==> src/rtl/ahb_apb_bridge_nslv.sv <==
// AHB-Lite to APB4 bridge for NSLV peripherals.
// Converts single AHB transfers into APB setup/access pairs. Adds byte strobes,
// protection mapping, a PREADY timeout and the two-cycle AHB ERROR response.
module ahb_apb_bridge_nslv #(
  parameter int NSLV    = 4,
  parameter int AW      = 16,
  parameter int PAW     = 12,
  parameter int SEL_LSB = 12,
  parameter int TIMEOUT = 16
) (
  input  logic                 hclk,
  input  logic                 hreset,
  input  logic                 hsel,
  input  logic [AW-1:0]        haddr,
  input  logic [1:0]           htrans,
  input  logic                 hwrite,
  input  logic [2:0]           hsize,
  input  logic [3:0]           hprot,
  input  logic [31:0]          hwdata,
  input  logic                 hready,
  output logic                 hreadyout,
  output logic                 hresp,
  output logic [31:0]          hrdata,
  output logic [PAW-1:0]       paddr,
  output logic [NSLV-1:0]      psel,
  output logic                 penable,
  output logic                 pwrite,
  output logic [31:0]          pwdata,
  output logic [3:0]           pstrb,
  output logic [2:0]           pprot,
  input  logic [NSLV*32-1:0]   prdata,
  input  logic [NSLV-1:0]      pready,
  input  logic [NSLV-1:0]      pslverr
);

  localparam int IW = (NSLV > 1) ? $clog2(NSLV) : 1;
  localparam int CW = (TIMEOUT > 0) ? $clog2(TIMEOUT + 1) : 1;
  localparam logic [IW:0]   NSLV_W = (IW+1)'(NSLV);
  localparam logic [CW-1:0] TO_W   = CW'(TIMEOUT);

  typedef enum logic [2:0] {
    S_IDLE, S_WCAP, S_SETUP, S_ACCESS, S_ERR1, S_ERR2
  } state_t;

  state_t          r_state, w_state_nxt;
  logic [IW-1:0]   r_idx;
  logic [CW-1:0]   r_cnt;
  logic [PAW-1:0]  r_paddr;
  logic            r_pwrite;
  logic [31:0]     r_pwdata;
  logic [3:0]      r_pstrb;
  logic [2:0]      r_pprot;
  logic            r_hreadyout;
  logic            r_hresp;
  logic [31:0]     r_hrdata;

  logic            w_accept;
  logic [IW-1:0]   w_idx_in;
  logic            w_bad;
  logic [3:0]      w_strb;
  logic            w_pready;
  logic            w_pslverr;
  logic [31:0]     w_prdata;
  logic [CW-1:0]   w_cnt_inc;
  logic            w_timeout;
  logic [NSLV-1:0] w_psel;
  logic            w_penable;
  logic            w_unused;

  assign w_accept  = hsel & hready & htrans[1] &
                     ((r_state == S_IDLE) || (r_state == S_ERR2));
  assign w_idx_in  = haddr[SEL_LSB +: IW];
  assign w_bad     = ({1'b0, w_idx_in} >= NSLV_W) || (hsize > 3'd2);
  assign w_cnt_inc = r_cnt + 1'b1;
  assign w_timeout = (TIMEOUT != 0) && (w_cnt_inc == TO_W);
  assign w_unused  = ^{haddr, htrans[0], hprot[3:2]};

  // Byte-lane strobes for the accepted transfer; reads never strobe.
  // NOTE: every combinational output gets a default first so no path leaves it unassigned (no latch).
  always_comb begin
    w_strb = 4'b0000;
    if (hwrite) begin
      case (hsize)
        3'd0:    w_strb = 4'b0001 << haddr[1:0];
        3'd1:    w_strb = haddr[1] ? 4'b1100 : 4'b0011;
        default: w_strb = 4'b1111;
      endcase
    end
  end

  // Pick the selected slave's response; other slaves' pready/pslverr are ignored.
  always_comb begin
    w_pready  = 1'b0;
    w_pslverr = 1'b0;
    w_prdata  = '0;
    for (int k = 0; k < NSLV; k++) begin
      if (r_idx == IW'(k)) begin
        w_pready  = pready[k];
        w_pslverr = pslverr[k];
        w_prdata  = prdata[32*k +: 32];
      end
    end
  end

  // State register.
  // NOTE: sequential state uses non-blocking assignments so all flops update from pre-edge values.
  always_ff @(posedge hclk) begin
    if (hreset) r_state <= S_IDLE;
    else        r_state <= w_state_nxt;
  end

  // Next-state logic.
  always_comb begin
    w_state_nxt = r_state;
    case (r_state)
      S_IDLE, S_ERR2: begin
        if (w_accept) begin
          if (w_bad)       w_state_nxt = S_ERR1;
          else if (hwrite) w_state_nxt = S_WCAP;
          else             w_state_nxt = S_SETUP;
        end else begin
          w_state_nxt = S_IDLE;
        end
      end
      S_WCAP:   w_state_nxt = S_SETUP;
      S_SETUP:  w_state_nxt = S_ACCESS;
      S_ACCESS: begin
        if (w_pready)       w_state_nxt = w_pslverr ? S_ERR1 : S_IDLE;
        else if (w_timeout) w_state_nxt = S_ERR1;
      end
      S_ERR1:   w_state_nxt = S_ERR2;
      default:  w_state_nxt = S_IDLE;
    endcase
  end

  // APB select/enable decoded from the current state and latched slave index.
  always_comb begin
    w_psel    = '0;
    w_penable = (r_state == S_ACCESS);
    for (int k = 0; k < NSLV; k++) begin
      w_psel[k] = ((r_state == S_SETUP) || (r_state == S_ACCESS)) && (r_idx == IW'(k));
    end
  end

  // Transfer attributes, timeout counter and registered AHB response.
  always_ff @(posedge hclk) begin
    if (hreset) begin
      r_idx       <= '0;
      r_cnt       <= '0;
      r_paddr     <= '0;
      r_pwrite    <= 1'b0;
      r_pwdata    <= '0;
      r_pstrb     <= '0;
      r_pprot     <= '0;
      r_hreadyout <= 1'b1;
      r_hresp     <= 1'b0;
      r_hrdata    <= '0;
    end else begin
      r_hreadyout <= (w_state_nxt == S_IDLE) || (w_state_nxt == S_ERR2);
      r_hresp     <= (w_state_nxt == S_ERR1) || (w_state_nxt == S_ERR2);
      if (w_accept) begin
        r_idx    <= w_idx_in;
        r_paddr  <= haddr[PAW-1:0];
        r_pwrite <= hwrite;
        r_pstrb  <= w_strb;
        r_pprot  <= {~hprot[0], 1'b1, hprot[1]};
      end
      if (r_state == S_WCAP) r_pwdata <= hwdata;
      if (w_state_nxt == S_SETUP)                r_cnt <= '0;
      else if ((r_state == S_ACCESS) && !w_pready) r_cnt <= w_cnt_inc;
      if ((r_state == S_ACCESS) && w_pready && !w_pslverr && !r_pwrite)
        r_hrdata <= w_prdata;
    end
  end

  assign hreadyout = r_hreadyout;
  assign hresp     = r_hresp;
  assign hrdata    = r_hrdata;
  assign paddr     = r_paddr;
  assign psel      = w_psel;
  assign penable   = w_penable;
  assign pwrite    = r_pwrite;
  assign pwdata    = r_pwdata;
  assign pstrb     = r_pstrb;
  assign pprot     = r_pprot;

endmodule

==> config.mk <==
export PLATFORM = sky130hd
export DESIGN_NAME = ahb_apb_bridge_nslv
export DESIGN_NICKNAME = d
export VERILOG_FILES = /design/src/rtl/ahb_apb_bridge_nslv.sv
export SDC_FILE = /design/constraint.sdc
export NUM_CORES = 1
export LEC_CHECK = 0
export CAP_MARGIN = 20
export CORE_UTILIZATION = 35
export DETAILED_ROUTE_END_ITERATION = 6
export GPL_ROUTABILITY_DRIVEN = 0
export PLACE_DENSITY = 0.86
export RECOVER_POWER = 100
export SYNTH_ARGS = -nofsm -noshare
export SYNTH_HDL_FRONTEND = slang
export SYNTH_SLANG_ARGS = --single-unit
==> constraint.sdc <==
create_clock -name hclk -period 1.9 [get_ports hclk]
set_input_delay 0.38 -clock hclk [delete_from_list [all_inputs] [get_ports hclk]]
set_output_delay 0.38 -clock hclk [all_outputs]
set_load 0.005 [all_outputs]
# Word level (Yosys, flattened, before mapping)
# Cells that the tools add are included.
dict set report totals {
  ff_bits 96
  inputBits 198
  output_inout_bits 91
  wordCells 74
}
dict set report op_classes {
  add_sub_neg 1
  order_cmp 1
  n_eq_ne 13
  shifts 1
  n_mux 22
  n_bitwise 4
  reduce_logical 21
}
# operator n
set ops {}
lappend ops {{2-to-1 mux 32 bit} 4}
lappend ops {{2-to-1 mux 3 bit} 5}
lappend ops {{case mux 3 bit (5 select lines)} 1}
lappend ops {{== test 3 bit (second input constant)} 4}
lappend ops {{== test 3 x 2 -> 1 bit (second input constant)} 3}
lappend ops {{logical NOT 3 bit} 3}
lappend ops {{logical AND 1 bit} 8}
lappend ops {{2-to-1 mux 1 bit} 8}
lappend ops {{2-to-1 mux 4 bit} 2}
lappend ops {{case mux 4 bit (2 select lines)} 1}
lappend ops {{== test 3 x 1 -> 1 bit (second input constant)} 2}
lappend ops {{adder 5 x 1 -> 5 bit (second input constant)} 1}
lappend ops {{== test 5 bit (second input constant)} 1}
lappend ops {{== test 2 bit (second input constant)} 2}
lappend ops {{logical OR 1 bit} 4}
lappend ops {{OR reduction 2 bit} 2}
lappend ops {{left shift 1 x 2 -> 4 bit (first input constant)} 1}
lappend ops {{bitwise AND 1 bit} 3}
lappend ops {{greater-than comparator 3 x 2 -> 1 bit (second input constant)} 1}
lappend ops {{logical NOT 1 bit} 3}
lappend ops {{== test 2 x 1 -> 1 bit (second input constant)} 1}
lappend ops {{logical NOT 2 bit} 1}
lappend ops {{2-to-1 mux 2 bit} 1}
lappend ops {{NOT 1 bit} 1}

# Logic depth before layout (Yosys ltp)
# Gate-level depths: netlist of run 1.
dict set report depth {
  depth_word 10
  ltp_mapped 7
  depth_no_buf 5
}

# Worst setup path before layout of run 1
# No wires, ideal clock.
dict set report synth_timing {
  path_type {reg-to-reg}
  from {register r_idx[0]}
  to {register r_hrdata[11] (netlist: hrdata[11])}
  setup_ps 69
  arrival_ps 1639
  required_time_ps 1831
  slack_ps 191
  path_stages_with_launch 6
  n_path_buf 1
  synth_period_minus_slack_ps 1709
  path_cell_list {dfxtp_1 mux4_2 nor4b_4 buf_6 nand2_2 a21oi_2}
}
dict set report synth_via {
  elab_chain_cells 8
  word_cells_on_any_way 20
  classes_between {eq/ne (3); mux (12); reduce/logical (5)}
}
# element line
set synth_lines {}
lappend synth_lines {{start, declared} 46} ;# logic [IW-1:0] r_idx;
lappend synth_lines {{start signal, assigned} 162} ;# r_idx <= w_idx_in;
lappend synth_lines {{logical NOT 2 bit} 97} ;# if (r_idx == IW'(k)) begin
lappend synth_lines {{2-to-1 mux 1 bit (4 in a row)} 97}
lappend synth_lines {{logical AND 1 bit or logical NOT 1 bit (tied branches)} 171} ;# if ((r_state == S_ACCESS) && w_pready && !w_pslverr && !r_pwrite)
lappend synth_lines {{logical AND 1 bit (2 in a row)} 171}
lappend synth_lines {{end signal, assigned} 172} ;# r_hrdata <= w_prdata;
lappend synth_lines {{end, declared} 55} ;# logic [31:0] r_hrdata;
# Parallel ways exist; a longest one is shown, timed or not.
# A chain may end at the register's enable or synchronous reset.

# Worst setup path in the final report of run 1
dict set report layout_timing {
  from {input port pslverr[3]}
  to {register r_hrdata[31] (netlist: hrdata[31])}
}
dict set report layout_via {
  elab_chain_cells 4
}
# element line
set layout_lines {}
lappend layout_lines {{start, declared} 33} ;# input logic [NSLV-1:0] pslverr
lappend layout_lines {{2-to-1 mux 1 bit} 97}
lappend layout_lines {{logical NOT 1 bit} 171}
lappend layout_lines {{logical AND 1 bit (2 in a row)} 171}
# Every way passes these cells.

==> flow_summary.rst, run 1 <==
.. list-table::
   :header-rows: 1

   * - Metric
     - Value
   * - Number of enable flip-flop cells after synthesis
     - 0
   * - GR Overflow Total
     - 0
   * - Cells traversed along the worst timing path
     - clkdlybuf4s50_1 > mux4_2 > nor4b_4 > buf_6 > clkbuf_16 > nand2_2 > a21oi_2
   * - Distinct cells, synth
     - between 40 and 50
   * - CTS clk-pin slew, worst paths
     - about 0.07 ns
   * - Clock Tree Buf Depth
     - 2
   * - Top library cells by usage in the layout, fill and taps aside
     - 191 x sky130_fd_sc_hd__clkdlybuf4s50_1, 153 x sky130_fd_sc_hd__nand2_1, 93 x sky130_fd_sc_hd__dfxtp_1
   * - Critical path's slowest cell
     - sky130_fd_sc_hd__mux4_2
   * - Total clock buffers created by CTS
     - 9
   * - TritonCTS clock tree
     - done
   * - Max stage delay on crit path
     - about 0.53 ns
   * - Number of rows in the core area
     - 40
   * - Path length in cells of the critical path
     - 7
   * - Min setup slack post-route
     - approximately 0.023 ns
   * - Arrival time at the worst endpoint
     - approximately 2.2 ns
   * - Endpoint of the most critical register-to-register path
     - hrdata[31]$_SDFFE_PP0P_
   * - Core Box Area
     - between 10000 and 15000 um^2
   * - Clock latency of the later-clocked register in the worst-skew pair
     - 0.34 ns
   * - Horizontal die dimension
     - between 100 and 150 um
   * - Drt first-iter violations
     - 299
   * - Slew margin rel.
     - a little over half
   * - Share of cells above drive strength 1
     - 14.9%
   * - Setup CP Type
     - in2reg
   * - Mean area per synthesized cell
     - about 9.1 um^2
   * - R2R depth
     - 6
   * - Sequential element share of the synthesized area
     - 43.2%
   * - Number of H-tree branching levels
     - 3
   * - Clk root buf
     - sky130_fd_sc_hd__clkbuf_16
   * - Category of the worst setup path capture point
     - register
   * - Minimum hold slack
     - around 0.43 ns
   * - Mapped Area
     - about 4400 um^2
   * - Maximum number of pins on one net before global-route repair
     - 34
   * - Num Clock Sinks
     - between 90 and 100
   * - Maximum ir drop on the vdd rail
     - about 590 uV
   * - Antenna violations before repair
     - 1
   * - I/O pin count
     - slightly below 300
   * - # DRC
     - 0
   * - Count of buffering cells on the critical path with inverters included
     - 3
   * - Commonest non-fill, non-tap cell in the layout
     - sky130_fd_sc_hd__clkdlybuf4s50_1
   * - Setup violation total in the final timing report
     - 0
   * - Pre-Repair DR Iteration Count
     - 4
   * - Required time at the endpoint of the critical path
     - between 2 and 2.5 ns
   * - Total via count after detailed routing
     - approximately 4900
   * - Tcrit/Tclk final
     - between 90 and 100%
   * - Count of mapped cells out of synthesis
     - 490
   * - FF+latch count, synth
     - between 90 and 100
   * - Remaining antenna violation count
     - 0
   * - Final critical delay including setup and external delays
     - 1.88 ns
   * - Maximum capacitance violations
     - 0
   * - Primary FF master, synth
     - sky130_fd_sc_hd__dfxtp_1
   * - Worst setup path startpoint
     - pslverr[3]
   * - RSZ-0062 raised after global routing
     - yes
   * - CTS Hold Buffers Added
     - 0
   * - Register-to-register setup slack
     - around 0.030 ns
   * - Setup crit end
     - hrdata[31]$_SDFFE_PP0P_
   * - Clock skew
     - ~0.0045 ns
   * - Total detailed-routing wirelength
     - 17.1 mm
   * - Drt wl/cell
     - around 18 um
   * - Leakage power of the design
     - slightly above 3 nW
   * - Global-route wire length before repair
     - 25.5 mm
   * - Via density per instance
     - 5.19
   * - Highest attainable clock frequency
     - between 500 and 600 MHz
   * - Max Slew Vio Count
     - 0
   * - Synth warnings
     - 0
   * - Transition time at the pin with the least slew margin
     - 0.692 ns
   * - Final design utilization
     - 65.4%
   * - Floorplan die height
     - between 100 and 150 um
   * - Max FO, Critical Path
     - 8
   * - Power density of the placed cells
     - roughly 660 nW/um^2
   * - Full die area
     - approximately 13000 um^2
   * - Startpoint type of the worst setup path
     - primary input
   * - Worst hold-check path type
     - in2reg
   * - Vias in the first global route
     - just under 5000
   * - Kind of cell adding the most delay to the critical path
     - buffers and inverters
   * - Number of endpoints with negative hold slack in the final report
     - 0
   * - Status
     - finished clean
   * - Pre-CTS setup slack
     - -0.268 ns
   * - GRT Total Usage
     - between 20 and 30%
   * - Count of input and output buffers
     - ~280
   * - Share of synthesized flip-flops with an asynchronous set or reset
     - 0%
   * - Sum of net half-perimeters after detailed placement
     - between 10 and 15 mm
   * - Relative area change from synthesis to final layout
     - 79.6%
   * - Number of nets in the layout
     - a little under 1000
   * - Overall power consumption
     - between 5 and 6 mW
   * - Syn Nets
     - slightly below 700
   * - Launching point of the worst reg2reg path
     - r_idx[0]$_SDFFE_PP0P_
   * - Initial core utilization
     - a little over a third
[final cells by class]
type | count | area, um^2
antenna | 1 | 2.50
clock buffer | 11 | 243
clock inverter | 5 | 104
fill | 985 | 4230
inverter | 4 | 15.0
multi-input combinational | 351 | 2400
sequential | 96 | 1930
tap | 168 | 210
timing repair buffer | 307 | 3080
[worst min path at each step]
stage               cells past startpoint                       to  slack, ns               startpoint
floorplan                               2    pstrb[0]$_SDFFE_PP0P_       0.45    pstrb[0]$_SDFFE_PP0P_
global placement                        2    pstrb[2]$_SDFFE_PP0P_       0.44    pstrb[2]$_SDFFE_PP0P_
detailed placement                      2  pwdata[12]$_SDFFE_PP0P_       0.45  pwdata[12]$_SDFFE_PP0P_
CTS                                     2   paddr[11]$_SDFFE_PP0P_       0.41                   hreset
global route                            2   paddr[11]$_SDFFE_PP0P_       0.44                   hreset
finish                                  2   paddr[11]$_SDFFE_PP0P_       0.43                   hreset
[worst register-to-register path, cell delays in order (launching register included)]
cell and delay [ns]:
sky130_fd_sc_hd__dfxtp_4 0.40, sky130_fd_sc_hd__mux4_2 0.57, sky130_fd_sc_hd__nor4b_4 0.28, sky130_fd_sc_hd__buf_6 0.18, sky130_fd_sc_hd__clkbuf_16 0.18, sky130_fd_sc_hd__nand2_2 0.06
sky130_fd_sc_hd__a21oi_2 0.13
[report_power, final]
group | total, mW | leakage [nW] | internal [mW] | switching (mW)
logic | 1.02 | 2.08 | 0.646 | 0.372
clock network | 2.10 | 0.170 | 1.32 | 0.781
registers | 2.14 | 0.778 | 2.09 | 0.0472
[per-stage QoR]
stage	area [um^2]	TNS, ns	std cells
after floorplan	4450	0	490
after global placement	7510	-7.19	921
after detailed placement	7510	-9.16	921
after CTS	7860	0	937
after global routing	7990	-0.252	943
final	7990	0	943
[flip-flops by register name (all words and copies together), names as in the netlist, 2 cells and up]
name	count
r_cnt	5
pwdata	32
pprot	3
hrdata	32
pstrb	4
r_idx	2
r_state	3
paddr	12
[routing by layer]
metal  track usage [%]  part of all wire, %  vias to the layer above  wire length [um]
li1                  -                    -                     2249                 -
met1              28.7                   38                     2373              6540
met2              44.4                   51                      225              8640
met3              7.68                  7.5                       46              1270
met4              9.96                  3.5                        0               603
met5                 0                    0                        -                 0
[Yosys cell counts, types with 2 or more instances]
cell type | number | area share, %
sky130_fd_sc_hd__buf_1 | 2 | 0.17
sky130_fd_sc_hd__mux4_2 | 34 | 17
sky130_fd_sc_hd__o21ai_0 | 5 | 0.56
sky130_fd_sc_hd__nor4bb_1 | 2 | 0.45
sky130_fd_sc_hd__o31ai_1 | 2 | 0.34
sky130_fd_sc_hd__a21oi_2 | 10 | 2.0
sky130_fd_sc_hd__buf_6 | 3 | 0.76
sky130_fd_sc_hd__nand2_2 | 10 | 1.4
sky130_fd_sc_hd__a21oi_1 | 78 | 8.8
sky130_fd_sc_hd__nor2_1 | 13 | 1.1
sky130_fd_sc_hd__xor2_1 | 3 | 0.59
sky130_fd_sc_hd__buf_2 | 4 | 0.45
sky130_fd_sc_hd__xnor2_1 | 4 | 0.79
sky130_fd_sc_hd__dfxtp_1 | 96 | 43
sky130_fd_sc_hd__a21boi_1 | 2 | 0.34
sky130_fd_sc_hd__o21a_1 | 2 | 0.34
sky130_fd_sc_hd__and4b_1 | 2 | 0.45
sky130_fd_sc_hd__o2bb2ai_1 | 2 | 0.39
sky130_fd_sc_hd__nand2_1 | 158 | 13
sky130_fd_sc_hd__nand4_1 | 3 | 0.42
sky130_fd_sc_hd__clkbuf_1 | 29 | 2.4
sky130_fd_sc_hd__nand3_1 | 2 | 0.23
sky130_fd_sc_hd__nor2b_1 | 2 | 0.28
sky130_fd_sc_hd__and3_1 | 2 | 0.28
sky130_fd_sc_hd__inv_1 | 4 | 0.34
[what timing repair did]
action / 4_1_cts / 5_1_grt
setup endpoints to repair: 5 / 27
pin swaps: 0 / 5
cloned: 0 / 3
gates resized for setup: 7 / 18
setup buffers: 0 / 2
[kinds of logic after synthesis]
family	Yosys count	share of synthesized area, %
AOI/OAI and AO/OA	107	13.9
DFF	96	43.2
xor gates and xnor gates	7	1.38
adders and majority gates	1	0.281
muxes	34	17.2
buffers and inverters	43	4.33
and+or+nand+nor	202	19.7
No activity file was read; power rests on OpenSTA's default activity.
==> run 2, diff against run 1 <==
- CTS_BUF_LIST: default -> sky130_fd_sc_hd__clkbuf_16
==> flow_summary.rst, run 2 (synthesis gave the netlist of run 1 again) <==
.. list-table::
   :header-rows: 1

   * - Metric
     - Value
   * - Setup CP Type
     - in2reg (unchanged)
   * - Fin Setup TNS
     - 0 ns (unchanged)
   * - TritonCTS clock tree
     - done (unchanged)
   * - Final design utilization
     - 65.3% (was 65.4%)
   * - Beginning of the worst hold path
     - hreset (unchanged)
   * - CTS Hold Buffers Added
     - 0 (unchanged)
   * - GR Overflow Total
     - 0 (unchanged)
   * - Top library cells by usage in the layout, fill and taps aside
     - 191 x sky130_fd_sc_hd__clkdlybuf4s50_1, 153 x sky130_fd_sc_hd__nand2_1, 93 x sky130_fd_sc_hd__dfxtp_1 (unchanged)
   * - GRT Total Usage
     - 25.3% (unchanged)
   * - Non-filler cells in the finished layout
     - 943 (unchanged)
   * - Status
     - finished clean (unchanged)
   * - Category of the worst setup path capture point
     - register (unchanged)
   * - Overall power consumption
     - 5.21 mW (was 5.26 mW)
   * - Clock skew
     - 0.00464 ns (was 0.00450 ns)
   * - Number of endpoints with negative hold slack in the final report
     - 0 (unchanged)
   * - Highest attainable clock frequency
     - 532 MHz (was 533 MHz)
   * - Arrival time at the worst endpoint
     - 2.15 ns (about the same)
   * - Antenna violations before repair
     - 1 (unchanged)
   * - Count of buffering cells on the critical path with inverters included
     - 3 (unchanged)
   * - RSZ-0062 raised after global routing
     - yes (unchanged)
   * - Number of inserted filler cells in the final layout
     - 986 (was 985)
   * - Launching point of the worst reg2reg path
     - r_idx[0]$_SDFFE_PP0P_ (unchanged)
   * - Transition time at the pin with the least slew margin
     - 0.686 ns (was 0.692 ns)
   * - Core Box Area
     - 12200 um^2 (unchanged)
   * - Total via count after detailed routing
     - 4886 (was 4893)
   * - Number of H-tree branching levels
     - 3 (unchanged)
   * - Maximum capacitance violations
     - 0 (unchanged)
   * - Maximum number of pins on one net before global-route repair
     - 34 (unchanged)
   * - Leakage power of the design
     - 3.02 nW (about the same)
   * - Final critical delay including setup and external delays
     - 1.88 ns (about the same)
   * - Pre-Repair DR Iteration Count
     - 5 (was 4)
   * - Maximum ir drop on the vdd rail
     - 593 uV (about the same)
   * - Max stage delay on crit path
     - 0.53 ns (about the same)
   * - Kind of cell adding the most delay to the critical path
     - buffers and inverters (unchanged)
   * - CTS clk-pin slew, worst paths
     - 0.07 ns (about the same)
   * - Clock latency of the later-clocked register in the worst-skew pair
     - 0.34 ns (about the same)
   * - Power density of the placed cells
     - 653 nW/um^2 (was 659 nW/um^2)
   * - Global-route wire length before repair
     - 25.5 mm (unchanged)
   * - Cells traversed along the worst timing path
     - clkdlybuf4s50_1 > mux4_2 > nor4b_4 > buf_6 > clkbuf_16 > nand2_2 > a21oi_2 (unchanged)
   * - Full die area
     - 13200 um^2 (unchanged)
   * - Worst setup path startpoint
     - pslverr[3] (unchanged)
   * - Critical path's slowest cell
     - sky130_fd_sc_hd__mux4_2 (unchanged)
   * - Required time at the endpoint of the critical path
     - 2.18 ns (about the same)
   * - Total clock buffers created by CTS
     - 9 (unchanged)
   * - Placed cell count
     - 921 (unchanged)
   * - Clock Tree Buf Depth
     - 2 (unchanged)
   * - Startpoint type of the worst setup path
     - primary input (unchanged)
   * - Max FO, Critical Path
     - 8 (unchanged)
   * - Drt wl/cell
     - 18.1 um (about the same)
   * - Commonest non-fill, non-tap cell in the layout
     - sky130_fd_sc_hd__clkdlybuf4s50_1 (unchanged)
   * - Drt first-iter violations
     - 304 (was 299)
   * - Max Slew Vio Count
     - 0 (unchanged)
   * - Num Clock Sinks
     - 96 (unchanged)
   * - Total detailed-routing wirelength
     - 17.1 mm (about the same)
   * - Initial core utilization
     - 36.4% (unchanged)
   * - Via density per instance
     - 5.18 (was 5.19)
   * - Share of cells above drive strength 1
     - 14.7% (was 14.9%)
   * - Remaining antenna violation count
     - 0 (unchanged)
   * - Number of nets in the layout
     - 968 (unchanged)
   * - I/O pin count
     - 289 (unchanged)
   * - Horizontal die dimension
     - 115 um (unchanged)
   * - Clk root buf
     - sky130_fd_sc_hd__clkbuf_16 (unchanged)
   * - Number of rows in the core area
     - 40 (unchanged)
   * - Worst hold-check path type
     - in2reg (unchanged)
   * - Setup violation total in the final timing report
     - 0 (unchanged)
   * - Floorplan die height
     - 115 um (unchanged)
   * - # DRC
     - 0 (unchanged)
   * - Tcrit/Tclk final
     - 98.9% (was 98.8%)
   * - Slew margin rel.
     - 54.2% (was 53.9%)
   * - Relative area change from synthesis to final layout
     - 79.4% (was 79.6%)
   * - Count of input and output buffers
     - 283 (unchanged)
   * - Sum of net half-perimeters after detailed placement
     - 12.8 mm (unchanged)
   * - Vias in the first global route
     - 4907 (unchanged)
-- run 2: cell count changes in the layout (fill, tap and decap cells not counted) --
cell	change
sky130_fd_sc_hd__clkbuf_8	-1
sky130_fd_sc_hd__clkbuf_1	-1
sky130_fd_sc_hd__clkinv_1	+1
sky130_fd_sc_hd__inv_1	+1
-- run 2: power by group --
group	switching (mW)	internal (mW)	total, mW
clock network	0.777	1.28	2.05
logic	0.372	0.646	1.02
registers	0.0473	2.09	2.14
total	1.20	4.01	5.21
-- run 2: cell type report --
| type | instances | area [um^2] | area share [%] |
|---|---|---|---|
| Timing Repair Buffer | 307 | 3080 | 38.6 |
| Multi-Input combinational cell | 351 | 2400 | 30.1 |
| Sequential cell | 96 | 1930 | 24.2 |
| Clock buffer | 9 | 225 | 2.82 |
| Tap cell | 168 | 210 | 2.64 |
| Clock inverter | 7 | 111 | 1.40 |
| Inverter | 4 | 15.0 | 0.188 |
| Antenna cell | 1 | 2.50 | 0.0314 |
-- run 2: timing repair --
action | CTS | global route
resized for setup | 7 | 18
endpoints found under the setup margin | 5 | 28
pin swaps | 0 | 5
setup buffers | 0 | 2
cloned | 0 | 3
-- run 2: routing by layer --
metal / GRT usage (%) / up-vias / part of all wire (%)
met4: 9.96 / 0 / 3.5
met5: 0 / - / 0
met3: 7.68 / 44 / 7.5
met2: 44.4 / 223 / 51
li1: - / 2250 / -
met1: 28.7 / 2369 / 38
-- run 2: per-stage QoR --
stage	worst slack (ns)	area [um^2]	hold slack (ns)
4_1_cts	0.0245	7850	0.409
3_5_place_dp	-0.268	7510	0.448
6_report	0.0216	7980	0.429
5_1_grt	-0.0375	7980	0.437
2_1_floorplan	0.191	4450	0.448
3_3_place_gp	-0.202	7510	0.439
-- run 2: final timing paths --
check,to,slack [ns],depth (start not counted)
worst min-delay path,paddr[11]$_SDFFE_PP0P_,0.43,2
worst min register to register,pwdata[12]$_SDFFE_PP0P_,0.45,2
worst max register to register,hrdata[31]$_SDFFE_PP0P_,0.03,6
worst max-delay path,hrdata[31]$_SDFFE_PP0P_,0.02,7
